==> config.mk <==
export PLATFORM = sky130hd
export DESIGN_NAME = adder_accumulator
export DESIGN_NICKNAME = d
export VERILOG_FILES = /design/src/rtl/adder_accumulator.sv
export SDC_FILE = /design/constraint.sdc
export NUM_CORES = 1
export LEC_CHECK = 0
export CAP_MARGIN = 40
export CORE_MARGIN = 2
export CORE_UTILIZATION = 30
export DETAILED_ROUTE_END_ITERATION = 8
export PLACE_DENSITY = 0.59
export REMOVE_ABC_BUFFERS = 1
export SETUP_SLACK_MARGIN = 0.2
export SLEW_MARGIN = 10
export SYNTH_ARGS = -nofsm -noshare
export SYNTH_HDL_FRONTEND = slang
export SYNTH_SLANG_ARGS = --single-unit
==> constraint.sdc <==
create_clock -name clk_i -period 3.05 [get_ports clk_i]
set_input_delay 0.305 -clock clk_i [delete_from_list [all_inputs] [get_ports clk_i]]
set_output_delay 0.305 -clock clk_i [all_outputs]
set_load 0.01 [all_outputs]
==> src/rtl/adder_accumulator.sv <==
// adder_accumulator: sums a run of len_i adder result words (with carry-out) into a registered accumulator with sticky overflow
module adder_accumulator #(
  parameter int DATASIZE = 8,
  parameter int ACCSIZE  = 16
) (
  input  logic                clk_i,
  input  logic                rst_ni,
  input  logic                start_i,
  input  logic [7:0]          len_i,
  input  logic [DATASIZE-1:0] result_i,
  input  logic                carry_i,
  input  logic                valid_i,
  output logic                ready_o,
  output logic [ACCSIZE-1:0]  sum_o,
  output logic                overflow_o,
  output logic                out_valid_o,
  input  logic                out_ready_i,
  output logic                busy_o
);
  typedef enum logic [1:0] {IDLE, ACCUM, DONE} state_t;
  state_t               r_state;
  logic [7:0]           r_cnt;
  logic [ACCSIZE-1:0]   r_sum;
  logic                 r_ovf;
  logic                 r_ready;
  logic                 r_out_valid;
  logic                 r_busy;
  logic [ACCSIZE:0]     w_sum;
  assign w_sum = {1'b0, r_sum} + {{(ACCSIZE-DATASIZE){1'b0}}, carry_i, result_i};
  assign ready_o     = r_ready;
  assign sum_o       = r_sum;
  assign overflow_o  = r_ovf;
  assign out_valid_o = r_out_valid;
  assign busy_o      = r_busy;
  // run control FSM; handshake outputs are registered alongside the state
  always_ff @(posedge clk_i) begin
    if (!rst_ni) begin
      r_state     <= IDLE;
      r_cnt       <= '0;
      r_sum       <= '0;
      r_ovf       <= 1'b0;
      r_ready     <= 1'b0;
      r_out_valid <= 1'b0;
      r_busy      <= 1'b0;
    end else begin
      case (r_state)
        IDLE: if (start_i) begin
          r_cnt       <= len_i;
          r_sum       <= '0;
          r_ovf       <= 1'b0;
          r_busy      <= 1'b1;
          r_state     <= (len_i == 8'd0) ? DONE : ACCUM;
          r_ready     <= (len_i != 8'd0);
          r_out_valid <= (len_i == 8'd0);
        end
        ACCUM: if (valid_i) begin
          r_sum <= w_sum[ACCSIZE-1:0];
          r_ovf <= r_ovf | w_sum[ACCSIZE];
          r_cnt <= r_cnt - 8'd1;
          if (r_cnt == 8'd1) begin
            r_state     <= DONE;
            r_ready     <= 1'b0;
            r_out_valid <= 1'b1;
          end
        end
        DONE: if (out_ready_i) begin
          r_state     <= IDLE;
          r_out_valid <= 1'b0;
          r_busy      <= 1'b0;
        end
        default: r_state <= IDLE;
      endcase
    end
  end
endmodule

==> flow_metrics.env <==
export IMPL_status="completed"
export IMPL_slew_limit_headroom_pct=54.6
export IMPL_gr_total_overflow=0
export IMPL_p_per_area_mw_per_mm2=715
export IMPL_drv_cap=0
export IMPL_cts_resized=0
export IMPL_synth_common_cells="30 x dfxtp_1, 23 x a21oi_1, 21 x nand2_1"
export IMPL_ys_warn_count=0
export IMPL_detail_route_antenna_nets=0
export IMPL_clockBufferDepth=2
export IMPL_yosysTopAreaCell="dfxtp_1"
export IMPL_htree_levels=2
export IMPL_rsz0062_at_grt="no"
export IMPL_post_route_period_util_pct=81.6
export IMPL_ys_ff_latch=30
export IMPL_fin_worst_skew_ns=0.00868
export IMPL_stdcell_count=365
export IMPL_holdCritPathClass="flop to flop"
export IMPL_clock_tree_root_cell="clkbuf_8"
export IMPL_cts_hold_buf=0
export IMPL_cts_tree="yes"
export IMPL_worstPathCellList="clkdlybuf4s50_1 -> ha_1 -> inv_1 -> fa_1 -> nand2b_1 -> a21oi_1 -> a221oi_1 -> or4_1 -> a21oi_1"
export IMPL_placed_cells=357
export IMPL_die_x_um=85.1
export IMPL_rows=29
export IMPL_synth_most_common_cell="dfxtp_1"
export IMPL_syn_area_per_cell_um2=8.01
export IMPL_cts_setup_buffers=0
export IMPL_crit_buf_inv=2
export IMPL_cts_made_buffers=5
export IMPL_finish_utilization_pct=40.5
export IMPL_ys_types=54
export IMPL_track_usage_pct=14.6
export IMPL_place_detailed_hpwl_um=3770
export IMPL_dieArea_mm2=0.00723
export IMPL_grt_max_degree=17
export IMPL_setup_tns_ns=0
export IMPL_cpMostUsedCell="a21oi_1"
export IMPL_cp_slowest_stage_delay_ns=0.50
export IMPL_wirelength_um=5030
export IMPL_drt_initial_drc_count=75
export IMPL_cp_top_family="simple AND/OR/NAND/NOR gates"
export IMPL_syn_instance_count=246
export IMPL_num_vias=1957
export IMPL_clock_sinks=30
export IMPL_whs_ns=0.476
export IMPL_fmax_ghz=0.402
export IMPL_synth_cell_area_mm2=0.00197
export IMPL_ios=42
export IMPL_port_buffer_count=41
export IMPL_antenna_found_initial=0
export IMPL_total_power_uw=1840
export IMPL_fill_cells=664
export IMPL_vias_per_cell=5.36
export IMPL_coreArea_mm2=0.00635
export IMPL_period_needed_ns=2.49
export IMPL_nNetsFinal=324
export IMPL_insertion_delay_ns=0.29
export IMPL_hold_violations=0
export IMPL_path_class="input port to flop"
export IMPL_grt_pass1_wl_um=8630
export IMPL_drive_gt1_share_pct=6.60
export IMPL_vdd_ir_drop_max_uv=322
export IMPL_yosysSeqAreaShare_pct=30.5
export IMPL_synth_edf_count=0
export IMPL_p_leak_uw=0.000947
export IMPL_first_global_vias=1788
export IMPL_required_ns=3.27
export IMPL_synth_ff_type="dfxtp_1"
export IMPL_slowest_stage="or4_1"
export IMPL_cp_end_kind="flop"
export IMPL_gp_congestion=0.805
export IMPL_setup_violations_final=0
export IMPL_cp_max_fo=7
export IMPL_clkTransAtPathRegs_ns=0.07
export IMPL_area_delta_synth_final_pct=30.5
export IMPL_max_slew_worst_pin_slew_ns=0.682
export IMPL_async_reset_ff_share_pct=0
export IMPL_die_h_um=85.1
export IMPL_yosys_area_top_type_share_pct=30.5
export IMPL_arrival_ns=2.71
export IMPL_drtPass1Iterations=4
export IMPL_maxSlewViolCount=0
export IMPL_drc=0
export IMPL_diodes=0
export IMPL_initial_utilization_pct=31.0
export IMPL_synth_area_leaders="dfxtp_1 30%, ha_1 8.9%, a21oi_1 5.8%"
export IMPL_wl_per_cell_um=13.8
export IMPL_cp_start_kind="input port"
## cells in the final DEF (no fill, tap or decap), types with 4 or more instances in the layout
cell              n
nand4_1           4
nand3_1           9
or3_1             5
inv_1            11
a22oi_1           4
o21ai_0          15
a211oi_1          4
clkdlybuf4s50_1  41
a21oi_1          23
nand2b_1         13
o211ai_1          4
and3_1            4
dfxtp_1          30
nor2_1           18
nand2_1          21
ha_1             14
a31oi_1           5
buf_4             4
clkbuf_8          5
## state kept, by name, indices dropped and copies added, names as in the netlist
name	count
busy_o	1
out_valid_o	1
overflow_o	1
r_cnt	8
r_state	2
ready_o	1
sum_o	16
## power by group
| group | leakage [uW] | internal [uW] | total [uW] | switching (uW) |
|---|---|---|---|---|
| Combinational | 0.000644 | 388 | 869 | 481 |
| Sequential | 0.000245 | 477 | 564 | 86.8 |
| Clock | 0.0000579 | 240 | 407 | 166 |
| Total | 0.000947 | 1110 | 1840 | 734 |
## stage by stage
step | instance area [um2] | worst slack (ns)
final | 2570 | 0.563
after CTS | 2570 | 0.582
after detailed placement | 2460 | 0.288
after global placement | 2460 | 0.355
after floorplan | 1930 | 0.815
after global routing | 2570 | 0.367
## worst register-to-register path: stages (launching register included)
cell	delay, ns
dfxtp_1	0.35
ha_1	0.20
inv_1	0.06
fa_1	0.40
nand2b_1	0.18
a21oi_1	0.25
a221oi_1	0.22
or4_1	0.50
a21oi_1	0.14
## per-layer routing
| layer | GRT usage (%) | share of wire, % |
|---|---|---|
| met4 | 5.19 | 1.1 |
| met5 | 0 | 0 |
| met3 | 2.92 | 4.3 |
| met1 | 20.3 | 49 |
| met2 | 22.6 | 46 |
## kinds of logic (layout without fill, tap and decap cells)
logic type	after synthesis	in the layout	share of synthesized area, %
DFF	30	30	30.5
adders and majority gates	15	15	9.90
and+or+nand+nor	96	96	26.7
muxes	3	3	1.59
buffers and inverters	22	64	4.32
xor gates and xnor gates	2	2	0.889
AOI/OAI and AO/OA	78	78	26.2
## cell type report
type	count	area, um2	area share, %
sequential	30	601	23.3
inverter	11	41.3	1.61
clock inverter	3	40.0	1.56
tap	77	96.3	3.75
timing repair buffer	45	440	17.1
clock buffer	5	68.8	2.68
multi-input combinational	194	1280	50.0
## path summary, 6_finish.rpt
kind                                             from                      to  slack (ns)  cells past startpoint
worst max register to register  sum_o[0]$_SDFFE_PN0P_  sum_o[14]$_SDFFE_PN0P_        0.68                      8
worst min register to register    busy_o$_SDFFE_PN0P_     busy_o$_SDFFE_PN0P_        0.48                      2
worst min-delay path              busy_o$_SDFFE_PN0P_     busy_o$_SDFFE_PN0P_        0.48                      2
worst max-delay path                      result_i[0]  sum_o[14]$_SDFFE_PN0P_        0.56                      9
No activity file was read; power rests on OpenSTA's default activity.
==> RTL change (config.mk and constraints unchanged) <==
Change the parameter `DATASIZE` from 8 to 16.
--- a/src/rtl/adder_accumulator.sv
+++ b/src/rtl/adder_accumulator.sv
@@ -1,6 +1,6 @@
 // adder_accumulator: sums a run of len_i adder result words (with carry-out) into a registered accumulator with sticky overflow
 module adder_accumulator #(
-  parameter int DATASIZE = 8,
+  parameter int DATASIZE = 16,
   parameter int ACCSIZE  = 16
 ) (
   input  logic                clk_i,
Ports: changed (resized result_i); port bits go from 42 to 50. No check against the original RTL was run, so the function may have changed too.
==> RTL change against the original RTL <==
Cell area up 16%. Routed wire length is 20% higher. Register-to-register slack improved by 0.19 ns. Critical path type unchanged. Count of clock-buffer cells in the layout is 2 higher. Largest power group unchanged. Sequential cell count unchanged. Sequential power is 0.9% higher. Combinational power is 24% higher. Via count grew 17%. Power increased by 7.5%. Setup slack improved by 0.17 ns. Synthesized area is 16% higher.
==> RTL change: results (changes against the original RTL) <==
| Metric | Value |
|---|---|
| Status | `complete, no violations` |
| Nets | `388 (+20%)` |
| Capture instance of the worst register-to-register path | `sum_o[12]` |
| Number of buffers added on ports | `49 (+20%)` |
| Worst r2r path cells | `7 (-1)` |
| Iteration-0 DRC count of the detailed router | `134 (+79%)` |
| Worst vdd ir | `0.417 mV (+30%)` |
| Utilization after layout | `40.6% (+0.075 points)` |
| Cell family with the largest share of critical-path delay | `compound AO/OA/AOI/OAI gates` |
| R2r setup slk | `0.87 ns (+0.19 ns)` |
| Pin count of the biggest net entering global routing | `17 (unchanged)` |
| Avg Inst Size Synth | `7.99 sq um (-0.22%)` |
| Leakage component of the power | `1.20 nW (+27%)` |
| Multi-input gate area in the final layout | `1610 sq um (+25%)` |
| Worst-case headroom to the max-slew limit | `66.2% (+12 points)` |
| Clock buffer and inverter area fraction after layout | `3.07% (-1.2 points)` |
| Fraction of area in multi-input gates | `54.0% (+4.0 points)` |
| Area share of buffers outside the clock network | `17.2% (+0.12 points)` |
| HP Start | `busy_o` |
| Worst hold margin | `0.476 ns (+0.000584 ns)` |
| DP Area | `2880 sq um (+17%)` |
| Multiplexer fraction of the synthesized cell area | `0.930% (-0.66 points)` |
| Sequential area share after synthesis | `26.3% (-4.2 points)` |
| Clock Skews | `0.0145 ns (+0.00581 ns)` |
| Worst path slowest cell | `sky130_fd_sc_hd__fa_1` |
| DP Cell Count | `428 (+20%)` |
| Total of fill cells in the finished design | `735 (+11%)` |
| Crit path largest cell delay | `0.41 ns (-0.09 ns)` |
| Placer's final routability congestion estimate | `0.842 (+4.5%)` |
| Count of different cell masters after synthesis | `58 (+7.4%)` |
| Share of the synthesized netlist area taken by xor and xnor gates | `3.45% (+2.6 points)` |
| Post-layout instance count excluding filler cells | `436 (+19%)` |
| Share of cells above drive strength 1 | `5.93% (-0.66 points)` |
| Largest fanout of any net on the critical path | `5 (-2)` |
| Number of clock buffers in the layout | `7 (+2)` |
| Worst slack at placement | `0.430 ns (+0.142 ns)` |
| Non-clock buffer instance count of the final layout | `52 (+16%)` |
| Placed wire-length estimate after detailed placement | `4.66 mm (+24%)` |
| Number of multi-input logic gates | `236 (+22%)` |
| Critical path arrival | `2.47 ns (-0.24 ns)` |
| Clock latency on the worst-skew pair | `0.28 ns` |
| Wire length per cell after detailed routing | `13.9 microns (+0.48%)` |
| Synth top area cells | `sky130_fd_sc_hd__dfxtp_1 26%, sky130_fd_sc_hd__ha_1 11%, sky130_fd_sc_hd__a21oi_1 4.8%, sky130_fd_sc_hd__o21ai_0 4.6%, sky130_fd_sc_hd__nand2_1 4.4%` |
| Adder and majority cell fraction of the synthesized area | `12.4% (+2.5 points)` |
| Global-route wire length before repair | `10.1 mm (+17%)` |
| Synth Area in Compound Gates | `29.7% (+3.5 points)` |
| Number of global-route vias before repair | `2095 (+17%)` |
[RTL change: power groups by stage]
stage	clock, mW	combinational [mW]	sequential, mW
final	0.333	1.08	0.569
after global routing	0.365	1.20	0.585
after CTS	0.352	1.07	0.569
after detailed placement	0	1.07	0.576
after global placement	0	1.06	0.575
after floorplan	0	0.733	0.577
[RTL change: worst max path at each step]
stage	from	to	depth (start not counted)	slack [ns]
3_3_place_gp	result_i[0]	sum_o[10]	8	0.48
2_1_floorplan	sum_o[0]	sum_o[10]	7	0.99
4_1_cts	result_i[0]	sum_o[12]	8	0.72
3_5_place_dp	result_i[0]	sum_o[10]	8	0.43
6_report	result_i[0]	sum_o[12]	8	0.74
5_1_grt	result_i[0]	sum_o[12]	8	0.58
[RTL change: per-layer routing]
layer	up-vias	track usage [%]	wire [microns]
met5	-	0	0
met4	0	3.41	28
met3	2	3.32	288
met2	45	22.1	2720
met1	1055	21.0	3010
li1	1179	-	-
